--- config.mk ---
export PLATFORM = sky130hd
export DESIGN_NAME = dmem_arbiter
export DESIGN_NICKNAME = d
export VERILOG_FILES = /design/src/rtl/dmem_arbiter.sv
export SDC_FILE = /design/constraint.sdc
export NUM_CORES = 1
export LEC_CHECK = 0
export ABC_CLOCK_PERIOD_IN_PS = 3500
export BUFFER_PORTS_ARGS = -buffer_cell sky130_fd_sc_hd__buf_4
export CAP_MARGIN = 0
export CORE_MARGIN = 2
export CORE_UTILIZATION = 40
export DETAILED_ROUTE_END_ITERATION = 8
export GPL_TIMING_DRIVEN = 0
export PLACE_DENSITY_LB_ADDON = 0.12
export SKIP_LAST_GASP = 1
export SYNTH_ARGS = -nofsm -noshare
export SYNTH_HDL_FRONTEND = slang
export SYNTH_SLANG_ARGS = --single-unit
--- constraint.sdc ---
create_clock -name clk -period 3.5 [get_ports clk]
set_input_delay 0.525 -clock clk [delete_from_list [all_inputs] [get_ports clk]]
set_output_delay 0.525 -clock clk [all_outputs]
set_load 0.02 [all_outputs]
--- src/rtl/dmem_arbiter.sv ---
// Round-robin arbiter that shares one single-port 1024x32 data memory between a CPU port (0)
// and a DMA/debug port (1). Sub-word stores use read-modify-write; sub-word loads zero-extend.
module dmem_arbiter #(
    parameter int ADDR_W = 12
) (
    input  logic              clk,
    input  logic              rst_n,
    input  logic              req0,
    input  logic              we0,
    input  logic [1:0]        size0,
    input  logic [ADDR_W-1:0] addr0,
    input  logic [31:0]       wdata0,
    output logic              ack0,
    output logic              err0,
    output logic [31:0]       rdata0,
    input  logic              req1,
    input  logic              we1,
    input  logic [1:0]        size1,
    input  logic [ADDR_W-1:0] addr1,
    input  logic [31:0]       wdata1,
    output logic              ack1,
    output logic              err1,
    output logic [31:0]       rdata1,
    output logic [ADDR_W-1:0] mem_addr,
    output logic [31:0]       mem_wdata,
    output logic              mem_we,
    input  logic [31:0]       mem_rdata,
    output logic              busy
);

    typedef enum logic [1:0] {IDLE, RD, WR, DONE} state_t;

    state_t            r_state;
    state_t            w_next;
    logic              r_owner;
    logic              r_we;
    logic              r_err;
    logic              r_rr_last;
    logic [1:0]        r_size;
    logic [ADDR_W-1:0] r_addr;
    logic [31:0]       r_wdata;
    logic [31:0]       r_word;
    logic [31:0]       r_rdata0;
    logic [31:0]       r_rdata1;

    logic              w_pick;
    logic              w_sel_we;
    logic [1:0]        w_sel_size;
    logic [ADDR_W-1:0] w_sel_addr;
    logic [31:0]       w_sel_wdata;
    logic              w_bad;
    logic [31:0]       w_merge;
    logic [31:0]       w_load;

    // On a tie the port that did not win last time gets the grant.
    assign w_pick      = (req0 && req1) ? ~r_rr_last : req1;
    assign w_sel_we    = w_pick ? we1    : we0;
    assign w_sel_size  = w_pick ? size1  : size0;
    assign w_sel_addr  = w_pick ? addr1  : addr0;
    assign w_sel_wdata = w_pick ? wdata1 : wdata0;
    assign w_bad       = (w_sel_size == 2'b11)
                      || (w_sel_size == 2'b01 && w_sel_addr[0])
                      || (w_sel_size == 2'b10 && w_sel_addr[1:0] != 2'b00);

    // NOTE: every combinational output gets a default first so no latch can be inferred.
    always_comb begin
        w_next = r_state;
        case (r_state)
            IDLE: begin
                if (req0 || req1) begin
                    if (w_bad)
                        w_next = DONE;
                    else if (!w_sel_we || w_sel_size != 2'b10)
                        w_next = RD;
                    else
                        w_next = WR;
                end
            end
            RD:      w_next = r_we ? WR : DONE;
            WR:      w_next = DONE;
            DONE:    w_next = IDLE;
            default: w_next = IDLE;
        endcase
    end

    always_comb begin
        w_merge = r_word;
        case (r_size)
            2'b00:   w_merge[{r_addr[1:0], 3'b000} +: 8]  = r_wdata[7:0];
            2'b01:   w_merge[{r_addr[1], 4'b0000} +: 16] = r_wdata[15:0];
            default: w_merge = r_wdata;
        endcase
    end

    always_comb begin
        w_load = mem_rdata;
        case (r_size)
            2'b00:   w_load = {24'h0, mem_rdata[{r_addr[1:0], 3'b000} +: 8]};
            2'b01:   w_load = {16'h0, mem_rdata[{r_addr[1], 4'b0000} +: 16]};
            default: w_load = mem_rdata;
        endcase
    end

    // NOTE: sequential state uses non-blocking assignments so every register samples pre-edge values.
    always_ff @(posedge clk or negedge rst_n) begin
        if (!rst_n) begin
            r_state   <= IDLE;
            r_owner   <= 1'b0;
            r_we      <= 1'b0;
            r_err     <= 1'b0;
            r_rr_last <= 1'b1;
            r_size    <= 2'b00;
            r_addr    <= '0;
            r_wdata   <= '0;
            r_word    <= '0;
            r_rdata0  <= '0;
            r_rdata1  <= '0;
        end else begin
            r_state <= w_next;
            case (r_state)
                IDLE: begin
                    if (req0 || req1) begin
                        r_owner <= w_pick;
                        r_we    <= w_sel_we;
                        r_size  <= w_sel_size;
                        r_addr  <= w_sel_addr;
                        r_wdata <= w_sel_wdata;
                        r_err   <= w_bad;
                    end
                end
                RD: begin
                    r_word <= mem_rdata;
                    // Load result lands in the owner's register as DONE begins, so it is valid with ack.
                    if (!r_we) begin
                        if (r_owner)
                            r_rdata1 <= w_load;
                        else
                            r_rdata0 <= w_load;
                    end
                end
                DONE:    r_rr_last <= r_owner;
                default: ;
            endcase
        end
    end

    // Write enable decodes straight from state, so an asynchronous reset drops it immediately.
    assign mem_we    = (r_state == WR);
    assign mem_addr  = r_addr;
    assign mem_wdata = (r_state == WR) ? w_merge : 32'h0;
    assign ack0      = (r_state == DONE) && !r_owner;
    assign ack1      = (r_state == DONE) &&  r_owner;
    assign err0      = ack0 && r_err;
    assign err1      = ack1 && r_err;
    assign rdata0    = r_rdata0;
    assign rdata1    = r_rdata1;
    assign busy      = (r_state != IDLE);

endmodule

## Word level (Yosys, flattened, before mapping)

Index checks and enable logic that the tools add are counted.

| word-level totals | value |
|---|---|
| bits of input ports | 130 |
| logic and storage cells | 66 |
| output and inout port bits | 114 |
| register bits after elaboration | 148 |

| operators by class | value |
|---|---|
| shift operators | 6 |
| bitwise logic cells | 3 |
| eq/ne operators | 9 |
| add/subtract/negate cells | 2 |
| reductions and logical operators | 20 |
| multiplexer cells | 15 |

Operators with widths:

| cell | number |
|---|---|
| 32-bit one-hot mux with 2 select lines | 2 |
| 32-bit bitwise mux | 2 |
| 32-bit 2-to-1 mux | 2 |
| 16-bit by 7-bit variable shift with 32-bit output, first input constant | 1 |
| 8-bit by 7-bit variable shift with 32-bit output, first input constant | 1 |
| 16-bit by 7-bit variable part select with 32-bit output | 1 |
| 32-bit by 6-bit variable part select with 16-bit output | 1 |
| 32-bit by 6-bit variable part select with 8-bit output | 1 |
| 8-bit by 7-bit variable part select with 32-bit output | 1 |
| 5-bit negation with 7-bit output | 2 |
| 12-bit 2-to-1 mux | 1 |
| 2-bit equality test, second input constant | 4 |
| 2-bit 2-to-1 mux | 4 |
| 2-bit one-hot mux with 4 select lines | 1 |
| 1-bit logical AND | 7 |
| 2-bit by 1-bit equality test with 1-bit output, second input constant | 3 |
| 3-bit AND reduction | 2 |
| 2-bit zero test | 2 |
| 1-bit logical OR | 4 |
| 2-bit inequality test, second input constant | 2 |
| 2-bit nonzero test | 2 |
| 1-bit 2-to-1 mux | 3 |
| 1-bit NOT | 3 |
| 1-bit zero test | 2 |
| 2-bit AND reduction | 1 |

## Depth between registers and ports, before layout

| logic depth | value |
|---|---|
| depth after elaboration | 10 |
| depth in mapped cells | 9 |
| gate-level depth less buffers | 6 |

## Least setup slack after synthesis

No wires, ideal clock.

| path | value |
|---|---|
| kind | flip-flop to output port |
| from | register r_addr[1] (netlist: mem_addr[1]) |
| to | output port mem_wdata[31] |
| setup slack | 0.000 ns |
| arrival | 2.975 ns |
| path buffers | 2 |
| cell stages (with the launch flop) | 8 |
| required time | 2.975 ns |
| cells stage by stage | dfrtp_1 > buf_2 > inv_1 > buf_2 > ha_1 > nor4b_4 > a221oi_2 > a2111oi_0 |

| on the way | value |
|---|---|
| word-level cells in the longest chain between the ends | 5 |
| elaborated cells between the ends (all ways) | 10 |
| those cells by class | add/sub (2); shift (4); mux (4) |

RTL lines:

| what | line | RTL |
|---|---|---|
| from (decl) | 40 | `logic [ADDR_W-1:0] r_addr;` |
| from (signal assigned) | 126 | `r_addr <= w_sel_addr;` |
| 5-bit negation with 7-bit output (on tied branches) | 90, 89 |  |
| 16-bit by 7-bit variable part select with 32-bit output (tied with other cells) | 90 | `2'b01: w_merge[{r_addr[1], 4'b0000} +: 16] = r_wdata[15:0];` |
| 32-bit bitwise mux (on tied branches) | 90, 89 |  |
| 32-bit one-hot mux with 2 select lines (*) | 88 | `case (r_size)` |
| 32-bit 2-to-1 mux (*) | 150 | `assign mem_wdata = (r_state == WR) ? w_merge : 32'h0;` |
| to (decl) | 25 | `output logic [31:0] mem_wdata,` |

Mark *: on every way between the ends. The rest lies on a longest branch, timed or not.

## Worst setup path in the final report

| path | value |
|---|---|
| from | register r_addr[1] (netlist: mem_addr[1]) |
| to | output port mem_wdata[24] |

Same word-level chain as after synthesis.

==> reports/metrics.cfg <==
[clock_tree]
numCtsBuffers=17
htreeDepth=4
clock-sinks=148
clockBufferDepth=2
clk_pin_slew_ns=0.06
cts_tree=built
clock_latency_ns=0.42
cts_root_buffer=clkbuf_16

[logic_synthesis]
yosys.area.top_type_share_pct=48.4
synth.top_cells.by_count=dfrtp_1 (147), nand2_1 (141), o21ai_0 (103), mux2i_1 (65), clkbuf_1 (42)
synth_ff_type=dfrtp_1
yosysUniqueCellTypes=48
syn_avg_cell_area_um2=9.91
ys_warn_count=0
synth-edff-count=0
yosys.area.top_type=dfrtp_1
seq_area_frac_synth_pct=48.7
synthTopCellsByArea=dfrtp_1 (48%), mux2i_1 (8.6%), nand2_1 (7.0%)
synthesis.instances=767
async_flop_share_pct=100
syn_nets=906
ys_ff_latch=148
synth_area_um2=7600
yosysMostFrequentCell=dfrtp_1

[layout]
fin_nets=1171
drive_gt1_share_pct=33.7
n_antenna_cell=0
design_area_um2=10400
area_delta_synth_final_pct=37.0
num-fill-cells=1787
fin_util_pct=55.7

[sta]
fin_tns_setup_ns=0
final_max_slew_viol_count=0
min_period_ns=3.42
slew_headroom_pct=47.9
fin_worst_skew_ns=0.00932
setup_violations=0
worstMarginPinSlew_ns=0.776
fin_hold_ws_ns=0.113
hold_viol=0
period_share_pct=97.7
max_freq_mhz=292
grt_setup_unrepaired=no

[grt]
grt_pass1_vias=6935
antenna_found_initial=0
track_usage_pct=25.4
grt_overflow_total=0
grt_max_degree=78
grt_pass1_wl_um=38900

[floorplan]
start_util_pct=40.6
rows=50
fp.coreArea_um2=18700
die_w_um=142
dieArea_um2=20100
ioPinCount=244
die-height_um=142

[setup_path]
worstSetupStartpoint=mem_addr[1]
rr_endpoint=mem_addr[4]
cp-start-kind=flip-flop
cp-end-kind=output port
critPathKind=reg -> out
required_ns=2.97
worstPathMaxFanout=12
ff2ff_setup_slack_ns=1.17
regToRegStartpoint=r_state[0]
critPathArrivalTime_ns=2.89
worstRegToRegCells=7

[drt]
ant_nets=0
drtIter0Drc=461
drc_errors=0
vias=7089
via_per_inst=5.55
first_pass_iters=5
drt_wl_total_um=25300
avgRoutedWirePerCell_um=19.8

[power]
ir_drop_uv=470
p_leak_nw=4.88
p_per_area_nw_per_um2=1000

[place]
gp_congestion=0.927
dpl_cell_area_um2=9750
io_buffer_count=243
dp.final_hpwl_um=19300

[worst_hold_path]
hp-class=in -> async

[run]
max-cap-violations=0

[status]
outcome=finished, final reports clean

-- cell type report --
| class | count | area [um^2] | share of cell area [%] |
|---|---|---|---|
| inverters | 10 | 40.0 | 0.384 |
| well taps | 234 | 293 | 2.81 |
| plain buffers | 58 | 245 | 2.35 |
| flip-flops and latches | 148 | 3710 | 35.6 |
| repair buffers | 246 | 1870 | 18.0 |
| clock inverters | 9 | 93.8 | 0.901 |
| multi-input cells | 551 | 3670 | 35.2 |
| clock buffers | 22 | 494 | 4.75 |
-- where the power goes --
part           internal (mW)  total, mW  switching (mW)  leakage [nW]
sequential              2.54       3.32           0.787          1.84
combinational           2.24       5.30            3.07          2.76
clock                   1.08       1.82           0.739         0.285
-- worst max-delay path: stages (launching register included) --
cell       delay (ns)
dfrtp_2          0.44
buf_4            0.20
inv_4            0.09
buf_8            0.14
ha_2             0.32
nor4b_4          0.29
buf_6            0.17
a221oi_1         0.09
a2111oi_2        0.50
buf_4            0.23
-- metal layers --
layer	global-route usage (%)	vias up	wire length, um
met4	8.26	0	632
met5	0	-	0
met2	40.4	305	11700
met3	4.72	40	1680
met1	35.2	3430	11300
li1	-	3314	-
-- state kept, by name (all words and copies together) (netlist names) --
register,flops
mem_addr,12
r_owner,1
r_size,2
r_we,1
rdata1,32
r_err,1
r_word,32
r_wdata,32
rdata0,32
r_rr_last,1
r_state,2
-- cell families after synthesis --
kind of cell | synth area share [%]
AND/OR/NAND/NOR | 12.9
multiplexers | 14.2
AO/OA/AOI/OAI | 19.2
buffers and inverters | 3.56
flip-flops | 48.7
adder cells (fa/ha/maj) | 1.48
-- placed cells by master (no fill, tap or decap), drive strengths merged, types with 3 or more instances in the layout --
master / Yosys / layout
a2111oi: 8 / 8
a21oi: 12 / 12
a221o: 8 / 8
a221oi: 16 / 16
a22o: 4 / 4
a22oi: 16 / 16
a32o: 8 / 8
and2: 4 / 4
and3: 3 / 3
buf: 16 / 262
clkbuf: 42 / 64
clkinv: 1 / 5
dfrtp: 147 / 147
ha: 9 / 9
inv: 9 / 11
mux2: 38 / 38
mux2i: 65 / 65
nand2: 141 / 141
nand2b: 3 / 3
nor2: 14 / 14
nor2b: 21 / 21
nor3: 18 / 18
o21a: 4 / 4
o21ai: 104 / 104
o21ba: 5 / 5
o22ai: 17 / 17
o31ai: 10 / 10
or2: 3 / 3
-- worst max-delay path by stage --
| stage | depth (start not counted) | slack (ns) | end |
|---|---|---|---|
| after floorplan | 7 | 0.00007 | mem_wdata[31] |
| after global placement | 8 | -0.000002 | mem_wdata[30] |
| after detailed placement | 9 | 0.01 | mem_wdata[24] |
| after CTS | 9 | 0.005 | mem_wdata[23] |
| after global routing | 9 | 0.006 | mem_wdata[24] |
| final | 9 | 0.08 | mem_wdata[24] |
-- stage by stage --
step / setup WS (ns) / total power [mW] / instances
2_1_floorplan: 0.0000742 / 6.34 / 767
3_3_place_gp: -0.00000178 / 8.43 / 1244
3_5_place_dp: 0.0142 / 8.52 / 1245
4_1_cts: 0.00545 / 10.4 / 1277
5_1_grt: 0.00622 / 11.1 / 1278
6_report: 0.0806 / 10.4 / 1278
-- what timing repair did --
action,CTS,global route
endpoints found under the setup margin,32,27
pin swaps,5,2
hold buffers,0,0
cloned,0,0
resized for setup,10,8
setup buffers,1,1
Power figures use the tool's default switching activity.
